`src/rtl/lcd_pkg.sv`:
```
// Shared types, init ROM and default timing for the HD44780 write-only controller.
package lcd_pkg;

  typedef enum logic [2:0] {
    ST_PWRUP,
    ST_SETUP,
    ST_PULSE,
    ST_WAIT,
    ST_IDLE
  } lcd_state_e;

  // One byte transfer to the panel: register select plus data.
  typedef struct packed {
    logic       rs;
    logic [7:0] data;
  } lcd_byte_t;

  localparam int unsigned INIT_LEN = 6;
  localparam int unsigned IDX_W    = 3;

  localparam logic [7:0] CMD_FUNC_SET = 8'h38;
  localparam logic [7:0] CMD_DISP_ON  = 8'h0C;
  localparam logic [7:0] CMD_CLEAR    = 8'h01;
  localparam logic [7:0] CMD_HOME     = 8'h02;
  localparam logic [7:0] CMD_ENTRY    = 8'h06;

  // Defaults for a 50 MHz clock.
  localparam int unsigned DEF_T_PWRUP = 750000;
  localparam int unsigned DEF_T_SETUP = 3;
  localparam int unsigned DEF_T_EN    = 12;
  localparam int unsigned DEF_T_CMD   = 2000;
  localparam int unsigned DEF_T_CLEAR = 82000;

  function automatic logic [7:0] init_rom(input logic [IDX_W-1:0] idx);
    logic [7:0] val;
    case (idx)
      3'd0, 3'd1, 3'd2: val = CMD_FUNC_SET;
      3'd3:             val = CMD_DISP_ON;
      3'd4:             val = CMD_CLEAR;
      default:          val = CMD_ENTRY;
    endcase
    return val;
  endfunction

  // Clear and home need the long post-pulse wait; character data never does.
  function automatic logic is_slow_cmd(input lcd_byte_t b);
    return !b.rs && ((b.data == CMD_CLEAR) || (b.data == CMD_HOME));
  endfunction

endpackage

```
`src/rtl/lcd_timer.sv`:
```
// Loadable down-counter; done_c flags the last cycle of a loaded interval.
module lcd_timer #(
  parameter int unsigned W = 8
) (
  input  logic         clk_i,
  input  logic         rst_i,
  input  logic         load_i,
  input  logic [W-1:0] value_i,
  output logic         done_c,
  output logic         zero_c
);

  logic [W-1:0] cnt_q;

  // Loading N makes done_c rise N-1 cycles later, so an interval spans N cycles.
  always_ff @(posedge clk_i) begin
    if (rst_i) begin
      cnt_q <= '0;
    end else if (load_i) begin
      cnt_q <= value_i;
    end else if (cnt_q != '0) begin
      cnt_q <= cnt_q - W'(1);
    end
  end

  assign done_c = (cnt_q == W'(1));
  assign zero_c = (cnt_q == '0);

endmodule

```
`src/rtl/lcd_controller.sv`:
```
// HD44780 8-bit write-only controller: power-up wait, fixed init ROM, then a
// valid/ready byte interface with per-byte setup, enable pulse and settle wait.
module lcd_controller
  import lcd_pkg::*;
#(
  parameter int unsigned T_PWRUP = DEF_T_PWRUP,
  parameter int unsigned T_SETUP = DEF_T_SETUP,
  parameter int unsigned T_EN    = DEF_T_EN,
  parameter int unsigned T_CMD   = DEF_T_CMD,
  parameter int unsigned T_CLEAR = DEF_T_CLEAR
) (
  input  logic       clk_i,
  input  logic       rst_i,
  input  logic       req_valid_i,
  input  logic       req_rs_i,
  input  logic [7:0] req_data_i,
  output logic       req_ready_o,
  output logic       init_done_o,
  output logic [7:0] lcd_data_o,
  output logic       lcd_rs_o,
  output logic       lcd_rw_o,
  output logic       lcd_en_o,
  output logic       lcd_on_o
);

  localparam int unsigned T_MAX_A = (T_PWRUP > T_SETUP) ? T_PWRUP : T_SETUP;
  localparam int unsigned T_MAX_B = (T_EN > T_CMD) ? T_EN : T_CMD;
  localparam int unsigned T_MAX_C = (T_MAX_A > T_MAX_B) ? T_MAX_A : T_MAX_B;
  localparam int unsigned T_MAX   = (T_MAX_C > T_CLEAR) ? T_MAX_C : T_CLEAR;
  localparam int unsigned CNT_W   = $clog2(T_MAX) + 1;

  lcd_state_e       state_q, state_d;
  lcd_byte_t        byte_q, byte_d;
  logic             en_q, en_d;
  logic             ready_q, ready_d;
  logic             init_done_q, init_done_d;
  logic [IDX_W-1:0] idx_q, idx_d;
  logic             on_q;

  logic             tmr_load;
  logic [CNT_W-1:0] tmr_val;
  logic             tmr_done;
  logic             tmr_zero;

  lcd_timer #(.W(CNT_W)) u_timer (
    .clk_i   (clk_i),
    .rst_i   (rst_i),
    .load_i  (tmr_load),
    .value_i (tmr_val),
    .done_c  (tmr_done),
    .zero_c  (tmr_zero)
  );

  // Next-state and next-output logic; the timer is loaded on every state entry.
  always_comb begin
    state_d     = state_q;
    byte_d      = byte_q;
    en_d        = en_q;
    ready_d     = ready_q;
    init_done_d = init_done_q;
    idx_d       = idx_q;
    tmr_load    = 1'b0;
    tmr_val     = '0;

    case (state_q)
      ST_PWRUP: begin
        // Timer is zero only on the first cycle after reset: arm the power-up wait.
        if (tmr_zero) begin
          tmr_load = 1'b1;
          tmr_val  = CNT_W'(T_PWRUP - 1);
        end else if (tmr_done) begin
          state_d     = ST_SETUP;
          idx_d       = '0;
          byte_d.rs   = 1'b0;
          byte_d.data = init_rom('0);
          tmr_load    = 1'b1;
          tmr_val     = CNT_W'(T_SETUP);
        end
      end

      ST_SETUP: begin
        if (tmr_done) begin
          state_d  = ST_PULSE;
          en_d     = 1'b1;
          tmr_load = 1'b1;
          tmr_val  = CNT_W'(T_EN);
        end
      end

      ST_PULSE: begin
        if (tmr_done) begin
          state_d  = ST_WAIT;
          en_d     = 1'b0;
          tmr_load = 1'b1;
          tmr_val  = is_slow_cmd(byte_q) ? CNT_W'(T_CLEAR) : CNT_W'(T_CMD);
        end
      end

      ST_WAIT: begin
        if (tmr_done) begin
          if (init_done_q || (idx_q == IDX_W'(INIT_LEN - 1))) begin
            state_d     = ST_IDLE;
            ready_d     = 1'b1;
            init_done_d = 1'b1;
          end else begin
            state_d     = ST_SETUP;
            idx_d       = idx_q + IDX_W'(1);
            byte_d.rs   = 1'b0;
            byte_d.data = init_rom(idx_q + IDX_W'(1));
            tmr_load    = 1'b1;
            tmr_val     = CNT_W'(T_SETUP);
          end
        end
      end

      ST_IDLE: begin
        if (req_valid_i && ready_q) begin
          state_d     = ST_SETUP;
          byte_d.rs   = req_rs_i;
          byte_d.data = req_data_i;
          ready_d     = 1'b0;
          tmr_load    = 1'b1;
          tmr_val     = CNT_W'(T_SETUP);
        end
      end

      default: begin
        state_d = ST_PWRUP;
        en_d    = 1'b0;
        ready_d = 1'b0;
      end
    endcase
  end

  // State and registered outputs.
  always_ff @(posedge clk_i) begin
    if (rst_i) begin
      state_q     <= ST_PWRUP;
      byte_q      <= '0;
      en_q        <= 1'b0;
      ready_q     <= 1'b0;
      init_done_q <= 1'b0;
      idx_q       <= '0;
      on_q        <= 1'b0;
    end else begin
      state_q     <= state_d;
      byte_q      <= byte_d;
      en_q        <= en_d;
      ready_q     <= ready_d;
      init_done_q <= init_done_d;
      idx_q       <= idx_d;
      on_q        <= 1'b1;
    end
  end

  assign req_ready_o = ready_q;
  assign init_done_o = init_done_q;
  assign lcd_data_o  = byte_q.data;
  assign lcd_rs_o    = byte_q.rs;
  assign lcd_en_o    = en_q;
  assign lcd_on_o    = on_q;
  assign lcd_rw_o    = 1'b0;

endmodule

```
`config.mk`:
```
export PLATFORM = sky130hd
export DESIGN_NAME = lcd_controller
export DESIGN_NICKNAME = d
export VERILOG_FILES = /design/src/rtl/lcd_pkg.sv /design/src/rtl/lcd_timer.sv /design/src/rtl/lcd_controller.sv
export SDC_FILE = /design/constraint.sdc
export NUM_CORES = 1
export LEC_CHECK = 0
export CORE_MARGIN = 2
export CORE_UTILIZATION = 55
export CTS_BUF_LIST = sky130_fd_sc_hd__clkbuf_4
export DETAILED_ROUTE_END_ITERATION = 10
export PLACE_DENSITY = 0.8
export SETUP_SLACK_MARGIN = 0.5
export SYNTH_ARGS = -nofsm -noshare
export SYNTH_HDL_FRONTEND = slang
export SYNTH_SLANG_ARGS = --single-unit
```
`constraint.sdc`:
```
create_clock -name clk_i -period 3.2 [get_ports clk_i]
set_input_delay 0.48 -clock clk_i [delete_from_list [all_inputs] [get_ports clk_i]]
set_output_delay 0.48 -clock clk_i [all_outputs]
set_load 0.005 [all_outputs]
```
; ---- Word-level counts from Yosys, hierarchy flattened
; Cells that the tools add are included.
[word_totals]
regBits = 40
output_inout_bits = 14
word_cells = 100
[op_classes]
addsub = 2
eq_ne = 20
mux = 45
bitwise = 2
reduce_logical = 22
[op_table]
columns = operator, n
row1 = $pmux 20 s5, 1
row2 = $mux 9, 5
row3 = $mux 21, 2
row4 = $mux 17, 2
row5 = $mux 3, 11
row6 = $pmux 9 s3, 1
row7 = $eq 21x1->1 const B, 1
row8 = $logic_not 21->1, 1
row9 = $reduce_bool 21->1, 1
row10 = $sub 21x1->21 const B, 1
row11 = $mux 20, 1
row12 = $pmux 6 s3, 1
row13 = $ne 2x2->1 const B, 8
row14 = $pmux 3 s5, 1
row15 = $eq 3x2->1 const B, 4
row16 = $reduce_and 6->1, 2
row17 = $mux 1, 11
row18 = $eq 3x3->1 const B, 3
row19 = $reduce_or 3->1, 3
row20 = $eq 8x1->1 const B, 1
row21 = $eq 8x2->1 const B, 1
row22 = $mux 2, 4
row23 = $eq 3x1->1 const B, 2
row24 = $logic_not 3->1, 2
row25 = other kinds (15), 21

; ---- Longest topological paths before layout
[depth]
depth_word = 7
depth_mapped = 9
ltp_nobuf = 8

; ---- Hierarchy
; Synthesis repeated with hierarchy kept, for this count alone.
[hier_totals]
cells_unflattened = 300
area_unflattened_um2 = 2549.9
[modules_own_cells]
columns = module, instances, cells_per_inst, area_per_inst_um2, seq_area_each_um2
row1 = lcd_timer, 1, 157, 1392.6, 420.4
row2 = lcd_controller, 1, 143, 1157.4, 380.4

; ---- Worst setup path before layout
; Ideal clock, no wire load.
[synth_timing]
path_type = register to register
start = register u_timer.cnt_q[2]
end = register u_timer.cnt_q[14]
setup_time_ns = 0.127
arrival_time_ns = 2.188
setup_slack_ns = 0.884
stages_incl_launch_ff = 7
path_buffers = 0
period_less_slack_ns = 2.316
cell_sequence = dfxtp_1 -> or4_4 -> nor4_4 -> nand3_1 -> or4b_4 -> nand2_2 -> a211oi_1
[synth_via]
elab_chain_cells = 5
elab_cells_between_ends = 14
[synth_rtl]
columns = element, line_no
row1 = start: declaration, lcd_timer.sv:13  ; logic [W-1:0] cnt_q;
row2 = start signal: assignment, lcd_timer.sv:20  ; cnt_q <= value_i;
row3 = start signal: assignment, lcd_timer.sv:22  ; cnt_q <= cnt_q - W'(1);
row4 = branches (longest 5 deep; another with $sub 21x1->21), n/a
; Several ways; the timed one is not identified. The select of a mux whose other input is x is not followed.
; A chain may end at the register's enable or synchronous reset.

; ---- Worst setup path after layout
[layout_timing]
start = register u_timer.cnt_q[16]
end = register u_timer.cnt_q[14]
[layout_via]
elab_chain_cells = 5
elab_cells_between_ends = 12
[layout_rtl]
columns = element, line_no
row1 = $eq 21x1->1, lcd_timer.sv:26  ; assign done_c = (cnt_q == W'(1));
row2 = $mux 1, "lcd_controller.sv:71, lcd_controller.sv:82, lcd_controller.sv:91"
row3 = $mux 1, lcd_controller.sv:68  ; if (tmr_zero) begin
row4 = $pmux 1 s4, lcd_controller.sv:65  ; case (state_q)
row5 = $mux 21 / $reduce_bool 2->1 (equally long branches), n/a
; Several ways; a longest one is shown, not always the timed one.

==> metrics.md <==
| Metric | Value |
|---|---|
| Floorplan die area | between 0.004 and 0.005 mm² |
| First-pass GRT wire length | 8880 µm |
| Post-Layout Inst Area | about 0.0027 mm² |
| Number of synthesized flops with an enable pin | 0 |
| Clock transition at the registers of the reported paths | 0.12 ns |
| Final Non-Filler Cells | 365 |
| Vias post-DR | 2147 |
| Area share of the leading cell type in the synthesized netlist | 34.6% |
| Worst Path Max Fanout | 5 |
| Overall global routing resource usage | around 25% |
| Initial DRC count | 144 |
| Number of endpoints with negative hold slack in the final report | 0 |
| Detailed-placement wirelength estimate | 3830 µm |
| Number of synthesized register bits | 40 |
| Cell count after synthesis | 293 |
| Effective utilization at floorplan | 57.5% |
| Tightest hold margin | 0.485 ns |
| Distinct cell type count of the synthesized netlist | 49 |
| CTS H-tree depth | 2 |
| Setup Viol. Count Final | 0 |
| Total wire length | between 5000 and 6000 µm |
| Post-Synthesis Mean Instance Area | around 7.9 µm² |
| Pint | 1.18 mW |
| Number of clock sinks seen by CTS | 40 |
| Unrepaired setup endpoints after global routing | no |
| Run status | finished clean |
| Crit share post-route | 79.5% |
| Launch point of the worst path | u_timer.cnt_q[16] |
| Maximum vdd drop | between 300 and 400 µV |
| Critical Path Sink Type | flip-flop |
| Routed WL per cell | 14.3 µm |
| Die W | 68.9 µm |
| Element type at the critical path start | flip-flop |
| Post-layout nets | 334 |
| Root Driver | sky130_fd_sc_hd__clkbuf_4 |
| Post-synth net total | 313 |
| CTS Buf Count | 5 |
| Portion of the post-synthesis area used by sequential elements | 34.6% |
| Core area | 0.00403 mm² |
| Number of I/O port buffers | 24 |
| FP Rows | 23 |
| Most common flop cell mapped by yosys | sky130_fd_sc_hd__dfxtp_1 |
| Placement-stage cell area | around 0.0026 mm² |
| Overall overflow remaining after global route | 0 |
| Reg-to-reg startpoint | u_timer.cnt_q[16] |
| Slew of the pin with the lowest slew margin | 0.656 ns |
| Register share of total power | roughly a third |
| Chip Height | 68.9 µm |
| P per Cell Area | between 700 and 800 mW/mm² |
| Library cell with the largest summed area after synthesis | sky130_fd_sc_hd__dfxtp_1 |
| # diodes | 0 |
| TritonCTS clock tree | done |
| Part of the total power dissipated in the clock network | 12.4% |
| Final weighted congestion of routability-driven global placement | between 0.9 and 1 |
| Number of top-level pins | 26 |
| Combinational group share of total power | a little over half |
| Final-report max-slew violation count | 0 |
| Max transition margin | 55.9% |
| Hold WC Path Type | reg -> reg |
| Endpoint of the worst hold path | u_timer.cnt_q[11] |
| Proportion of total power due to net switching | 43.0% |
| Via count of the first global-routing pass | roughly 2.0k |
| Total power after layout | 2.08 mW |
| Critical path data arrival time | 2.82 ns |
| Switching Power | 892 µW |
| Worst setup skew after layout | 0.00944 ns |
| Post-Route Setup TNS | 0 ns |
| Number of nets with antenna violations after routing | 0 |
| Count of cells along the worst hold path | 2 |
| Crit path kind | reg -> reg |
| Maximum number of pins on one net before global-route repair | 26 |
| Data required time at the worst endpoint | 3.47 ns |
| Mapped cell area | 0.00232 mm² |
| Cell types with the largest area share after synthesis | sky130_fd_sc_hd__dfxtp_1 35%, sky130_fd_sc_hd__a21oi_1 6.3%, sky130_fd_sc_hd__nor2_1 5.7%, sky130_fd_sc_hd__ha_1 4.3%, sky130_fd_sc_hd__xnor2_1 3.8% |
| Detailed-router iteration count before antenna repair | 4 |
| Signed area change from the synthesized netlist to the final layout | 14.6% |
| Initial antenna violation count | 0 |
| Final worst path period need | 2.54 ns |
| Worst reg-to-reg setup slack | 0.66 ns |
| Leakage | approximately 1 nW |
| Reg-to-Reg End | u_timer.cnt_q[14] |
| Clock buffer depth | 2 |
| Max-cap violations | 0 |
| Dpl cells | 356 |
| Remaining DRCs | 0 |
| Vias/cell | 5.88 |
| Logic depth of the worst register-to-register path | 6 |
| Fraction of registers with async set/reset | 0% |
| Clock latency reported for the late side of the worst-skew pair | ~0.34 ns |
| Startpoint of the worst hold path | u_timer.cnt_q[11] |
| Fraction of layout cells with a size suffix above 1 | under 10% |
| Peak clock frequency supported by timing | 393 MHz |
| Yosys Warn Count | 0 |
==> cell usage in the layout (no fill, tap or decap), types with 8 or more instances in the layout <==
cell	count
sky130_fd_sc_hd__inv_1	11
sky130_fd_sc_hd__o21ai_0	9
sky130_fd_sc_hd__a21oi_1	29
sky130_fd_sc_hd__dfxtp_1	40
sky130_fd_sc_hd__a211oi_1	9
sky130_fd_sc_hd__xor2_1	10
sky130_fd_sc_hd__ha_1	8
sky130_fd_sc_hd__nand3_1	16
sky130_fd_sc_hd__nand2_1	22
sky130_fd_sc_hd__nor3_1	14
sky130_fd_sc_hd__nor2_1	35
sky130_fd_sc_hd__xnor2_1	10
sky130_fd_sc_hd__clkdlybuf4s50_1	24
==> timing repair <==
action | CTS | global route
hold buffers | 0 | 0
endpoints found under the setup margin | 0 | 26
endpoints found under the hold margin | 0 | 0
setup buffers | 0 | 1
resized for setup | 0 | 1
==> cells by family after synthesis <==
kind of cell,Yosys count,synth area share [%]
muxes,1,0.432
buffers and inverters,26,4.59
DFF,40,34.6
adders and majority gates,8,4.32
and+or+nand+nor,129,29.7
other,1,0.162
xor gates and xnor gates,20,7.56
AOI/OAI and AO/OA,68,18.6
==> flip-flops by register name, summed over array words and instances (netlist names) <==
register and cells:
req_ready_o 1, init_done_o 1, lcd_on_o 1, lcd_data_o 8, lcd_en_o 1, idx_q 3, lcd_rs_o 1, state_q 3
u_timer.cnt_q 21
==> worst max-delay path: stages, from the launching register on <==
cell and delay [ns]:
sky130_fd_sc_hd__dfxtp_1 0.35, sky130_fd_sc_hd__or4_1 0.61, sky130_fd_sc_hd__nor4_1 0.50, sky130_fd_sc_hd__nand2_1 0.22, sky130_fd_sc_hd__nor3_4 0.29, sky130_fd_sc_hd__a41oi_1 0.23
sky130_fd_sc_hd__a211oi_1 0.28
==> per-layer routing <==
layer	vias up	global-route usage (%)	wire length [µm]
li1	1087	-	-
met1	984	33.2	2440
met2	65	40.1	2440
met4	0	8.33	87
met5	-	0	0
met3	11	5.68	264
==> Yosys cell counts (6+ instances only) <==
master,number
sky130_fd_sc_hd__nor3_1,14
sky130_fd_sc_hd__ha_1,8
sky130_fd_sc_hd__dfxtp_1,40
sky130_fd_sc_hd__nor2_1,35
sky130_fd_sc_hd__inv_1,11
sky130_fd_sc_hd__nor4_1,6
sky130_fd_sc_hd__nand3_1,16
sky130_fd_sc_hd__xnor2_1,10
sky130_fd_sc_hd__clkbuf_1,12
sky130_fd_sc_hd__xor2_1,10
sky130_fd_sc_hd__o21ai_0,9
sky130_fd_sc_hd__a211oi_1,9
sky130_fd_sc_hd__a21oi_1,29
sky130_fd_sc_hd__nand2_1,22
==> power by group through the flow <==
stage | combinational, mW | sequential, mW | clock (mW)
floorplan | 0.849 | 0.703 | 0
global placement | 1.05 | 0.727 | 0
detailed placement | 1.07 | 0.730 | 0
CTS | 1.08 | 0.719 | 0.267
global route | 1.23 | 0.738 | 0.283
finish | 1.10 | 0.721 | 0.256
==> worst max-delay path by stage <==
stage / endpoint / slack, ns / cells after the start
floorplan: u_timer.cnt_q[14] / 0.88 / 6
global placement: u_timer.cnt_q[3] / 0.56 / 6
detailed placement: u_timer.cnt_q[14] / 0.53 / 6
CTS: lcd_data_o[1] / 0.51 / 6
global route: u_timer.cnt_q[14] / 0.51 / 6
finish: u_timer.cnt_q[14] / 0.66 / 6
==> per-stage QoR <==
stage	utilization, %	setup slack (ns)
3_3_place_gp	64.1	0.562
6_report	65.9	0.656
4_1_cts	65.5	0.506
5_1_grt	65.9	0.507
3_5_place_dp	64.1	0.527
2_1_floorplan	-	0.884
==> final cells by class <==
class / instances / area, µm²
Tap cell: 50 / 62.6
Inverter: 11 / 41.3
Clock inverter: 2 / 11.3
Sequential cell: 40 / 801
Timing Repair Buffer: 29 / 278
Fill cell: 355 / 1370
Multi-Input combinational cell: 227 / 1420
Clock buffer: 6 / 45.0
Note: power is estimated with default switching activity, not from simulation.
